`src/rtl/tt_um_sequence_detector.sv`:
```
// Purpose : TinyTapeout tile detecting serial pattern 1011 (overlapping) on a
//           strobed bit stream; counts hits mod 16 and shows the count in hex.
// Latency : detect flag and display update one cycle after the sampling edge;
//           no backpressure, a sample is taken on every edge with ena & strobe.
// Ports   : clk, rst_n (async, active-high reset), ena (global hold when 0)
//           ui_in[0] data bit, ui_in[1] sample strobe, ui_in[2] count clear
//           uo_out[6:0] segments {g,f,e,d,c,b,a}, uo_out[7] detect flag
//           uio_out[3:0] detection count, uio_oe fixed to 8'h0F
module tt_um_sequence_detector (
`ifdef GL_TEST
  inout  wire        VPWR,
  inout  wire        VGND,
`endif
  input  logic       clk,
  input  logic       rst_n,
  input  logic       ena,
  input  logic [7:0] ui_in,
  output logic [7:0] uo_out,
  input  logic [7:0] uio_in,
  output logic [7:0] uio_out,
  output logic [7:0] uio_oe
);

  // Each state names the longest suffix of the stream that is a prefix of 1011.
  typedef enum logic [2:0] {
    S0 = 3'd0,
    S1 = 3'd1,
    S2 = 3'd2,
    S3 = 3'd3,
    S4 = 3'd4
  } state_t;

  state_t     r_state;
  logic       r_detect;
  logic [3:0] r_count;

  logic       w_bit;
  logic       w_sample;
  logic       w_clear;
  logic       w_enter_s4;
  logic [6:0] w_seg;
  logic       w_unused_ok;

  assign w_bit      = ui_in[0];
  assign w_sample   = ena & ui_in[1];
  assign w_clear    = ena & ui_in[2];
  // S4 is only reachable from S3 on a 1, so this marks exactly one count per hit.
  assign w_enter_s4 = w_sample & (r_state == S3) & w_bit;

  always_ff @(posedge clk or posedge rst_n) begin
    if (rst_n) begin
      r_state  <= S0;
      r_detect <= 1'b0;
    end else if (w_sample) begin
      case (r_state)
        S0:      r_state <= w_bit ? S1 : S0;
        S1:      r_state <= w_bit ? S1 : S2;
        S2:      r_state <= w_bit ? S3 : S0;
        S3:      r_state <= w_bit ? S4 : S2;
        S4:      r_state <= w_bit ? S1 : S2;
        default: r_state <= S0;
      endcase
      // Registered copy of (next state == S4); holds while no samples arrive.
      r_detect <= w_enter_s4;
    end
  end

  // Clear takes priority over a coincident detection.
  always_ff @(posedge clk or posedge rst_n) begin
    if (rst_n) begin
      r_count <= 4'd0;
    end else if (w_clear) begin
      r_count <= 4'd0;
    end else if (w_enter_s4) begin
      r_count <= r_count + 4'd1;
    end
  end

  always_comb begin
    w_seg = 7'h3F;
    case (r_count)
      4'h0: w_seg = 7'h3F;
      4'h1: w_seg = 7'h06;
      4'h2: w_seg = 7'h5B;
      4'h3: w_seg = 7'h4F;
      4'h4: w_seg = 7'h66;
      4'h5: w_seg = 7'h6D;
      4'h6: w_seg = 7'h7D;
      4'h7: w_seg = 7'h07;
      4'h8: w_seg = 7'h7F;
      4'h9: w_seg = 7'h6F;
      4'hA: w_seg = 7'h77;
      4'hB: w_seg = 7'h7C;
      4'hC: w_seg = 7'h39;
      4'hD: w_seg = 7'h5E;
      4'hE: w_seg = 7'h79;
      4'hF: w_seg = 7'h71;
      default: w_seg = 7'h3F;
    endcase
  end

  assign uo_out  = {r_detect, w_seg};
  assign uio_out = {4'h0, r_count};
  assign uio_oe  = 8'h0F;

  // Unused tile inputs are deliberately ignored.
  assign w_unused_ok = &{1'b0, ui_in[7:3], uio_in};

endmodule

```
`config.mk`:
```
export PLATFORM = sky130hd
export DESIGN_NAME = tt_um_sequence_detector
export DESIGN_NICKNAME = d
export VERILOG_FILES = /design/src/rtl/tt_um_sequence_detector.sv
export SDC_FILE = /design/constraint.sdc
export NUM_CORES = 1
export LEC_CHECK = 0
export CAP_MARGIN = 0
export CORE_ASPECT_RATIO = 0.6
export CORE_MARGIN = 1
export CORE_UTILIZATION = 34
export DETAILED_ROUTE_END_ITERATION = 8
export PLACE_DENSITY = 0.75
export RECOVER_POWER = 25
export SKIP_CTS_REPAIR_TIMING = 1
export SYNTH_ARGS = -nofsm -noshare
export SYNTH_HDL_FRONTEND = slang
export SYNTH_SLANG_ARGS = --single-unit
```
`constraint.sdc`:
```
create_clock -name clk -period 1.3 [get_ports clk]
set_input_delay 0.195 -clock clk [delete_from_list [all_inputs] [get_ports clk]]
set_output_delay 0.195 -clock clk [all_outputs]
set_load 0.005 [all_outputs]
```
**After elaboration in Yosys (flattened, before gate mapping)**

Memories as Yosys holds them, arrays and structs flattened.
Cells that the tools add are included.

- Flip-flop bits (word level): 8
- ROM bits: 112
- Input port bits: 19
- Logic and storage cells: 23
- Memories: 1

- $add $sub $neg: 1
- Equality and inequality tests: 4
- Multiplexer cells: 7
- Bitwise operators: 4
- Reduce and logical (&&, ||, !) cells: 3

Memories:

| memory | words | bits a word | read ports | clocked after memory_dff | wr ports | RTL line | text |
|---|---|---|---|---|---|---|---|
| (name not given) | 16 | 7 | 1 | 0 | 0 | 81 | `case (r_count)` |

Operators with widths:

| kind | count |
|---|---|
| case mux 3 bit (4 select lines) | 1 |
| two-way mux 4 bit | 2 |
| equality test 3 x 2 -> 1 bit (second input constant) | 2 |
| adder 4 x 1 -> 4 bit (second input constant) | 1 |
| bitwise AND 1 bit | 4 |
| two-way mux 2 bit | 2 |
| equality test 3 x 1 -> 1 bit (second input constant) | 1 |
| equality test 3 bit (second input constant) | 1 |
| logical NOT 3 bit | 1 |
| two-way mux 3 bit | 1 |
| nonzero test 2 bit | 1 |
| OR reduction 2 bit | 1 |
| two-way mux 1 bit | 1 |

**Depth between registers and ports, before layout**

Gate-level depths: netlist (run 1).

- Word-level depth: 5
- Mapped depth: 5

**Least setup slack after synthesis (run 1)**

No wires, ideal clock.

- Path kind: register to output
- Start: reg r_count[0]
- End: out uo_out[3]
- Data arrival time: 1,137 ps
- Data required time: 1,105 ps
- Path slack: -32 ps
- Cell stages (with the launch flop): 5
- Path through: dfrtp_1 inv_1 ha_1 o21ai_0 o21ai_0

- Word-level cells in the longest chain between the ends: 1

RTL lines:

| item | RTL line | text |
|---|---|---|
| from (decl) | 35 | `logic [3:0] r_count;` |
| from (signal assigned) | 75 | `r_count <= r_count + 4'd1;` |
| memory (16 x 7 bit) | n/a |  |
| to (decl) | 18 | `output logic [7:0] uo_out,` |

Every way passes these cells.

**Worst setup path after layout (run 1)**

Ends and elaborated chain as after synthesis.

==> results.md, run 1 <==
- CTS buffer count: 3
- Layout Utilization: 65.0%
- Main synth FF type: dfrtp_1
- Peak VDD IR: 0.000631 V
- Flop pwr share: 28.7%
- Number of flops mapped to enable cells by yosys: 0
- HP Class: primary input to asynchronous set/reset pin
- Worst Setup End Kind: output pin
- Layout cells sized above 1: 46.1%
- Most frequent cells in the layout: 24 x buf_4, 12 x conb_1, 7 x dlymetal6s2s_1, 7 x buf_2
- # clock sinks: 8
- Multi-input logic area: 556 µm²
- R2R Path Start: r_count[3]$_DFFE_PP0P_
- Area delta synth->final: 67.0%
- Worst Path Class, Setup: register to output pin
- Final wirelength: 2.69 mm
- Antenna Cells: 0
- Power Density: 890 nW/µm²
- Final Worst Setup Slack: -0.371 ns
- Post-Syn Area: 771 µm²
- Pwr Total: 1.15 mW
- Post-DP Area: 1030 µm²
- Drt drc: 0
- GRT Overall Usage: 16.3%
- Max-cap viol count: 0
- Ports: 43
- Setup crit start: r_count[0]$_DFFE_PP0P_
- Unrepaired setup endpoints after global routing: true
- Sequential fraction of the synthesis area: 26.0%
- Placement Setup Slack: -0.536 ns
- Sw Pwr: 377 µW
- Std-Cell Rows: 12
- Clock buffer depth: 2
- Synth cell types: 33
- Post-synthesis mux area share: 1.30%
- Highest Clock Rate: 598 MHz
- Final Max Tran Viols: 0
- XOR/XNOR Fraction of Synth Area: 0%
- Vias per std cell: 5.25
- Initial Utilization: 38.9%
- Ys async rst share: 100%
- Avg Inst Size Synth: 8.20 µm²
- Initial antenna violation count: 0
- Die area: 2470 µm²
- Internal Pwr Total: 768 µW
- Fin crit share: 129%
- FF+latch area: 205 µm²
- Grt ovf: 0
- Worst-path clk slew: 0.05 ns
- Synthesized flop and latch total: 8
- Antenna viol nets, final: 0
- Violated checks: negative setup slack
- Synth Area in Adders: 13.0%
- First-pass GRT wire length: 2.91 mm
- Yosys warnings: 0
- Crit path DAT: 1.48 ns
- Post-DP HPWL: 1.41 mm
- Sum Neg Setup Slack: -2.39 ns
- CTS tree: yes
- Post-Layout Inst Area: 1290 µm²
- Final setup fails: 10
- PortBufs: 17
- Layout Nets: 169
- Number of global-route vias before repair: 662
- Synth Area in Compound Gates: 22.6%
- Vias: 888
- Status: finished, violations left
- FILL cells: 147
- Synth Instances: 94
- Final hold violation count: 0
- DRT Pass-1 Iters: 4
- Simple-Gate Fraction of Synth Area: 19.5%
- CORE AREA: 1980 µm²
- Largest net degree at the start of global routing: 17
- Reg2Reg Depth: 4
- GP Congestion: 0.864
- Clock Power Share: 28.1%
- DR iter-0 viols: 43
- Period minus WS final: 1.67 ns
- Die Ht: 38.9 µm
- CTS root buf: clkbuf_8
- CTS H-tree lvls: 1
- Critical path peak fanout: 7
- Commonest non-fill, non-tap cell in the layout: buf_4
- CP Data Required Time: 1.11 ns
- LEAKAGE: 0.685 nW
- Switching Share: 33.0%
- Die width: 63.5 µm
- Clock Skew: 0.00519 ns
- Clk_lat worst skew: 0.23 ns
- Average wire per standard cell: 15.9 µm
- Comb pwr share: 43.1%
- Largest family of logic cells by synthesized area: compound AO/OA/AOI/OAI gates
- Startpoint types: register
[sequential cells by signal, summed over array words and instances (netlist names)]
name,flops
r_count,4
r_detect,1
r_state,3
[cell usage after synthesis, types with 2 or more instances]
cell / number / area (µm²)
buf_4: 13 / 97.6
nand2b_1: 2 / 12.5
a21o_1: 2 / 15.0
nand2_1: 8 / 30.0
o21ai_0: 10 / 50.1
ha_1: 8 / 100
conb_1: 2 / 7.51
a21oi_1: 7 / 35.0
nor2_1: 2 / 7.51
inv_1: 6 / 22.5
nand3b_1: 2 / 15.0
dfrtp_1: 8 / 200
nand3_1: 4 / 20.0
[cell type report]
cell class,count,area share (%)
sequential,8,15.9
tap,28,2.72
clock buffer,4,3.50
timing repair buffer,48,32.6
multi-input combinational,75,43.1
inverter,6,2.14
[through the flow]
| step | hold WS (ns) | std cells |
|---|---|---|
| after floorplan | 0.0105 | 104 |
| after global placement | 0.455 | 150 |
| after detailed placement | 0.468 | 150 |
| after CTS | 0.224 | 154 |
| after global routing | 0.392 | 169 |
| final | 0.348 | 169 |
[worst paths after layout]
path                                           to  slack [ns]
setup / recovery                        uo_out[3]       -0.37
hold / removal             r_state[1]$_DFFE_PP0N_        0.35
setup reg to reg           r_count[3]$_DFFE_PP0P_       -0.08
hold reg to reg              r_detect$_DFFE_PP0N_        0.48
max in group asynchronous  r_count[0]$_DFFE_PP0P_        0.69
min in group clk           r_count[3]$_DFFE_PP0P_        0.46
[per-layer routing]
metal	vias to the layer above	part of all wire [%]	global-route usage, %	wire length (µm)
met5	-	0	0	0
met4	0	3.9	3.98	104
met3	10	8.9	4.71	240
met2	55	44	26.1	1190
met1	421	43	21.6	1150
li1	402	-	-	-
[critical path: stages (launching register included)]
cell and delay [ns]:
dfrtp_2 0.44, inv_4 0.07, buf_12 0.12, ha_4 0.24
o21ai_1 0.18, o21ai_1 0.07, buf_2 0.12
[kinds of logic (layout without fill, tap and decap cells)]
kind of cell,after synthesis,in the layout
other,2,12
DFF,8,8
and+or+nand+nor,26,26
AOI/OAI and AO/OA,28,28
muxes,1,1
buffers and inverters,21,58
adders and majority gates,8,8
[power by group through the flow]
stage	sequential [mW]	clock (mW)	combinational, mW
2_1_floorplan	0.345	0	0.200
3_3_place_gp	0.324	0	0.384
3_5_place_dp	0.331	0	0.389
4_1_cts	0.326	0.324	0.393
5_1_grt	0.333	0.338	0.533
6_report	0.329	0.322	0.494
Note: power is estimated with default switching activity, not from simulation.
==> run 2, diff against run 1 <==
Settings changed: CORE_UTILIZATION 34 to 30, CTS_CLUSTER_SIZE set to 8, PLACE_DENSITY 0.75 to 0.68, SKIP_CTS_REPAIR_TIMING 1 to not set.
==> run 2 against run 1 <==
The run still ends with negative setup slack left. Die area is 13% higher. Design area is 0.78% lower. Non-clock buffer count is 5 lower. Critical path type unchanged. Critical endpoint is now uo_out[4].
==> results.md, run 2 (same netlist as run 1, synthesis figures left out) <==
- Status: finished, violations left
- Violated checks: negative setup slack
- Final wirelength: 2.70 mm (+0.37%)
- Die area: 2780 µm² (+13%)
- Vias per std cell: 5.45 (+3.6%)
- Final Worst Setup Slack: -0.401 ns (-0.0305 ns)
- Number of global-route vias before repair: 792 (+20%)
- Antenna Cells: 0 (unchanged)
- Layout Utilization: 55.7% (-9.3 points)
- Period minus WS final: 1.70 ns (+0.0305 ns)
- Initial antenna violation count: 0 (unchanged)
- Peak VDD IR: 0.000311 V (-51%)
- Internal Pwr Total: 740 µW (-3.7%)
- Fin crit share: 131% (+2.3 points)
- Die Ht: 41.3 µm (+6.1%)
- DR iter-0 viols: 160 (+270%)
- Drt drc: 0 (unchanged)
- Clk_lat worst skew: 0.25 ns (+0.02 ns)
- Placed cells: 152 (+1.3%)
- Largest regs: r_count: 4 flops, r_state: 3 flops, r_detect: 1 flops
- HP Class: primary input to asynchronous set/reset pin
- Max-cap viol count: 0 (unchanged)
- Flop pwr share: 31.5% (+2.8 points)
- Startpoint types: register
- Clock Skew: 0.0134 ns (+0.00819 ns)
- GRT Overall Usage: 20.6% (+4.3 points)
- DRT Pass-1 Iters: 5 (+1)
- Clock buffer depth: 2 (unchanged)
- Layout Nets: 164 (-3.0%)
- First-pass GRT wire length: 3.84 mm (+32%)
- CORE AREA: 2290 µm² (+16%)
- LEAKAGE: 0.594 nW (-13%)
- Critical path peak fanout: 5 (-2)
- Setup crit start: r_count[0]$_DFFE_PP0P_
- Clock Power Share: 30.3% (+2.2 points)
- Final Instance Count excl. Fillers: 166 (-1.8%)
- Crit path DAT: 1.51 ns (+0.03 ns)
- Pwr Total: 1.15 mW (+0.54%)
- Post-DP HPWL: 1.72 mm (+22%)
- PortBufs: 17 (unchanged)
- CTS tree: yes
- Power Density: 902 nW/µm² (+1.3%)
- CTS H-tree lvls: 1 (unchanged)
- Most frequent cells in the layout: 18 x buf_4, 12 x conb_1, 8 x nand2_1
- Post-Layout Inst Area: 1280 µm² (-0.78%)
- Placement Setup Slack: -0.536 ns (-0.000316 ns)
- R2R Path Start: r_count[0]$_DFFE_PP0P_
- Antenna viol nets, final: 0 (unchanged)
- Layout cells sized above 1: 44.9% (-1.2 points)
- Area delta synth->final: 65.7%
- Ports: 43 (unchanged)
- Hold slack: 0.353 ns (+0.00499 ns)
- Largest net degree at the start of global routing: 9 (-8)
- Final setup fails: 10 (unchanged)
- Unrepaired setup endpoints after global routing: true
- Switching Share: 35.8% (+2.8 points)
- CTS buffer count: 3 (unchanged)
- CP Data Required Time: 1.11 ns (about the same)
- Largest reg by FF count: r_count
- Worst Setup End Kind: output pin
- Die width: 67.4 µm (+6.3%)
- Initial Utilization: 33.6% (-5.3 points)
- Grt ovf: 0 (unchanged)
- Highest Clock Rate: 588 MHz (-1.8%)
- Max FFs per register: 4 (unchanged)
- # clock sinks: 8 (unchanged)
- CTS root buf: clkbuf_8
- Final hold violation count: 0 (unchanged)
- GP Congestion: 0.859 (-0.61%)
- Post-DP Area: 1030 µm² (+0.24%)
- Std-Cell Rows: 13 (+1)
- Comb pwr share: 38.2% (-4.9 points)
- Commonest non-fill, non-tap cell in the layout: buf_4
- Final Max Tran Viols: 0 (unchanged)
- Sum Neg Setup Slack: -2.88 ns (-0.486 ns)
- Sw Pwr: 412 µW (+9.1%)
- Average wire per standard cell: 16.3 µm (+2.2%)
- Worst Path Class, Setup: register to output pin
- Worst-path clk slew: 0.06 ns (about the same)
- Vias: 904 (+1.8%)
## run 2: final timing paths
path,slack (ns),end,cells past startpoint
worst max-delay path,-0.40,uo_out[4],6
worst min-delay path,0.35,r_state[1]$_DFFE_PP0N_,2
worst max register to register,-0.16,r_count[3]$_DFFE_PP0P_,5
worst min register to register,0.48,r_detect$_DFFE_PP0N_,1
max in group asynchronous,0.65,r_count[0]$_DFFE_PP0P_,2
min in group clk,0.48,r_detect$_DFFE_PP0N_,1
## run 2: metal layers
layer / wire length (µm) / GRT usage [%]
met5: 0 / 0
met4: 133 / 13.8
met3: 299 / 6.39
met2: 1290 / 36.5
met1: 984 / 22.1
## run 2: power groups by stage
stage	Clock (mW)	Combinational [mW]	Sequential [mW]
finish	0.349	0.440	0.363
global route	0.363	0.466	0.366
CTS	0.342	0.387	0.358
detailed placement	0	0.348	0.356
global placement	0	0.335	0.350
floorplan	0	0.200	0.345
## run 2: area by class of cell
| cell class | instances | area (µm²) |
|---|---|---|
| fillers | 189 | 1020 |
| multi-input cells | 75 | 593 |
| repair buffers | 43 | 369 |
| flip-flops and latches | 8 | 205 |
| clock buffers | 4 | 45.0 |
| well taps | 30 | 37.5 |
| inverters | 6 | 27.5 |
## run 2: timing repair
item	in CTS	in global routing
hold buffers	0	0
buffers inserted	9	1
pin swaps	2	5
resized for setup	53	13
setup endpoints to repair	12	14
## run 2: worst max-delay path, cell delays in order, from the launching register on
cell and delay [ns]:
dfrtp_2 0.45, inv_4 0.07, buf_6 0.13, ha_4 0.17
a211oi_2 0.22, a31oi_1 0.08, buf_2 0.14
==> run 3, diff against run 2 <==
Settings changed: DONT_BUFFER_PORTS set to 1, PLACE_DENSITY 0.68 to not set.
==> run 3 against run 2 <==
The flow still finishes with violations (negative setup slack). Largest power group unchanged. Via count shrank 20%. Worst hold slack lost 0.093 ns. Setup slack better by 0.22 ns. Sequential power down 9.9%. Wire length is 31% lower. Global-route usage fell by 6.1 points. Total power shrank 11%.
==> results.md, run 3 (same netlist as run 1, synthesis figures left out) <==
- Critical path peak fanout: 5 (unchanged)
- Vias: 723 (-20%)
- Crit path DAT: 1.29 ns (-0.22 ns)
- Largest reg by FF count: r_count
- PortBufs: 0 (-17)
- Final setup fails: 8 (-2)
- Violated checks: negative setup slack
- Switching Share: 32.0% (-3.7 points)
- CTS tree: yes
- Largest net degree at the start of global routing: 17 (+8)
- # clock sinks: 8 (unchanged)
- Layout cells sized above 1: 40.4% (-4.5 points)
- Reg2Reg Depth: 5 (unchanged)
- Average wire per standard cell: 13.4 µm (-18%)
- Post-DP HPWL: 1.27 mm (-26%)
- LEAKAGE: 0.438 nW (-26%)
- Layout Utilization: 44.9% (-11 points)
- Antenna viol nets, final: 0 (unchanged)
- Clk_lat worst skew: 0.23 ns (-0.02 ns)
- Fin crit share: 114% (-17 points)
- CTS root buf: clkbuf_8
- Final wirelength: 1.86 mm (-31%)
- DR iter-0 viols: 43 (-73%)
- Critical R2R Capture: r_count[3]$_DFFE_PP0P_
- Clock Skew: 0.00778 ns (-0.00559 ns)
- Clock buffer depth: 2 (unchanged)
- GRT Overall Usage: 14.4% (-6.1 points)
- Worst Path Class, Setup: register to output pin
- CORE AREA: 2290 µm² (unchanged)
- Final Max Tran Viols: 0 (unchanged)
- Pwr Total: 1.02 mW (-11%)
- Unrepaired setup endpoints after global routing: true
- GP Congestion: 0.777 (-9.5%)
- Highest Clock Rate: 674 MHz (+15%)
- Initial antenna violation count: 0 (unchanged)
- Antenna Cells: 0 (unchanged)
- Power Density: 993 nW/µm² (+10%)
- DRT Pass-1 Iters: 4 (-1)
- Initial Utilization: 33.6% (unchanged)
- Hold_sp: ui_in[0]
- Sw Pwr: 327 µW (-20%)
- Largest regs: r_count: 4 flops, r_state: 3 flops, r_detect: 1 flops
- Worst Hold End: r_count[3]$_DFFE_PP0P_
- R2R Path Start: r_count[1]$_DFFE_PP0P_
- Die area: 2780 µm² (unchanged)
- Placed cells: 132 (-13%)
- Die width: 67.4 µm (unchanged)
- Flop pwr share: 32.0% (+0.5 points)
- Hold path cells: 3
- CP Data Required Time: 1.11 ns (about the same)
- FILL cells: 205 (+8.5%)
- Die Ht: 41.3 µm (unchanged)
- Status: finished, violations left
- Worst Setup End Kind: output pin
- Final hold violation count: 0 (unchanged)
- Startpoint types: register
- HP Class: primary input to register
- CTS buffer count: 3 (unchanged)
- Max FFs per register: 4 (unchanged)
- Drt drc: 0 (unchanged)
- Most frequent cells in the layout: 12 x conb_1, 12 x buf_4, 7 x nand2_1
- Max-cap viol count: 0 (unchanged)
- Final Instance Count excl. Fillers: 139 (-16%)
- First-pass GRT wire length: 2.79 mm (-27%)
- CTS H-tree lvls: 1 (unchanged)
- Comb pwr share: 38.4% (+0.2 points)
- Period minus WS final: 1.48 ns (-0.218 ns)
- R2R setup slack: -0.03 ns (+0.13 ns)
- Std-Cell Rows: 13 (unchanged)
- Number of global-route vias before repair: 609 (-23%)
- Internal Pwr Total: 695 µW (-6.0%)
- Area delta synth->final: 33.6%
- Clock Power Share: 29.6% (-0.7 points)
- Vias per std cell: 5.20 (-4.5%)
- Final Worst Setup Slack: -0.184 ns (+0.218 ns)
- Peak VDD IR: 0.000406 V (+31%)
- Worst-path clk slew: 0.04 ns (-0.02 ns)
- Ports: 43 (unchanged)
- Grt ovf: 0 (unchanged)
- Layout Nets: 138 (-16%)
[run 3: worst max-delay path by stage]
stage | start | endpoint | slack (ns) | depth (start not counted)
after floorplan | r_state[2]$_DFFE_PP0N_ | r_count[3]$_DFFE_PP0P_ | 0.02 | 3
after global placement | r_count[0]$_DFFE_PP0P_ | uo_out[3] | -0.001 | 4
after detailed placement | r_count[0]$_DFFE_PP0P_ | uo_out[3] | -0.007 | 4
after CTS | r_count[1]$_DFFE_PP0P_ | uo_out[0] | -0.16 | 5
after global routing | r_count[1]$_DFFE_PP0P_ | uo_out[0] | -0.24 | 5
final | r_count[0]$_DFFE_PP0P_ | uo_out[2] | -0.18 | 5
[run 3: through the flow]
step                setup TNS (ns)  hold WS, ns  setup slack [ns]  cell area (µm²)
detailed placement        -0.00652       0.0497          -0.00652              840
floorplan                        0       0.0105            0.0239              811
CTS                         -0.959        0.244            -0.156              988
finish                       -1.09        0.260            -0.184             1030
global placement          -0.00103       0.0455          -0.00103              840
global route                 -1.49        0.263            -0.238             1030
[run 3: area by class of cell]
class / count / area, µm² / share of cell area (%)
Clock buffer: 3 / 41.3 / 4.01
Inverter: 6 / 27.5 / 2.67
Multi-Input combinational cell: 75 / 576 / 55.9
Sequential cell: 8 / 203 / 19.7
Tap cell: 30 / 37.5 / 3.65
Timing Repair Buffer: 17 / 145 / 14.1
[run 3: layer usage]
layer | GRT usage (%) | wire length [µm] | vias to the layer above
met2 | 24.3 | 917 | 36
met1 | 17.5 | 798 | 344
li1 | - | - | 339
met3 | 4.44 | 116 | 4
met5 | 0 | 0 | -
met4 | 6.38 | 27 | 0
[run 3: timing repair]
item,CTS,global route
pin swaps,6,1
gates resized for setup,23,9
buffers inserted,2,1
endpoints found under the setup margin,7,10
endpoints found under the hold margin,8,0
hold buffers,1,0
cloned,0,0
[run 3: power by group through the flow]
stage                     Combinational (mW)  Sequential, mW  Clock, mW
after floorplan                        0.200           0.345          0
after global placement                 0.317           0.323          0
after detailed placement               0.326           0.326          0
after CTS                              0.367           0.326      0.305
after global routing                   0.431           0.333      0.316
final                                  0.392           0.327      0.303
[run 3: worst max-delay path, stage by stage (launching register included)]
cell	delay [ns]
dfrtp_2	0.45
inv_4	0.12
buf_6	0.11
ha_4	0.12
nand2b_4	0.05
o21a_1	0.20
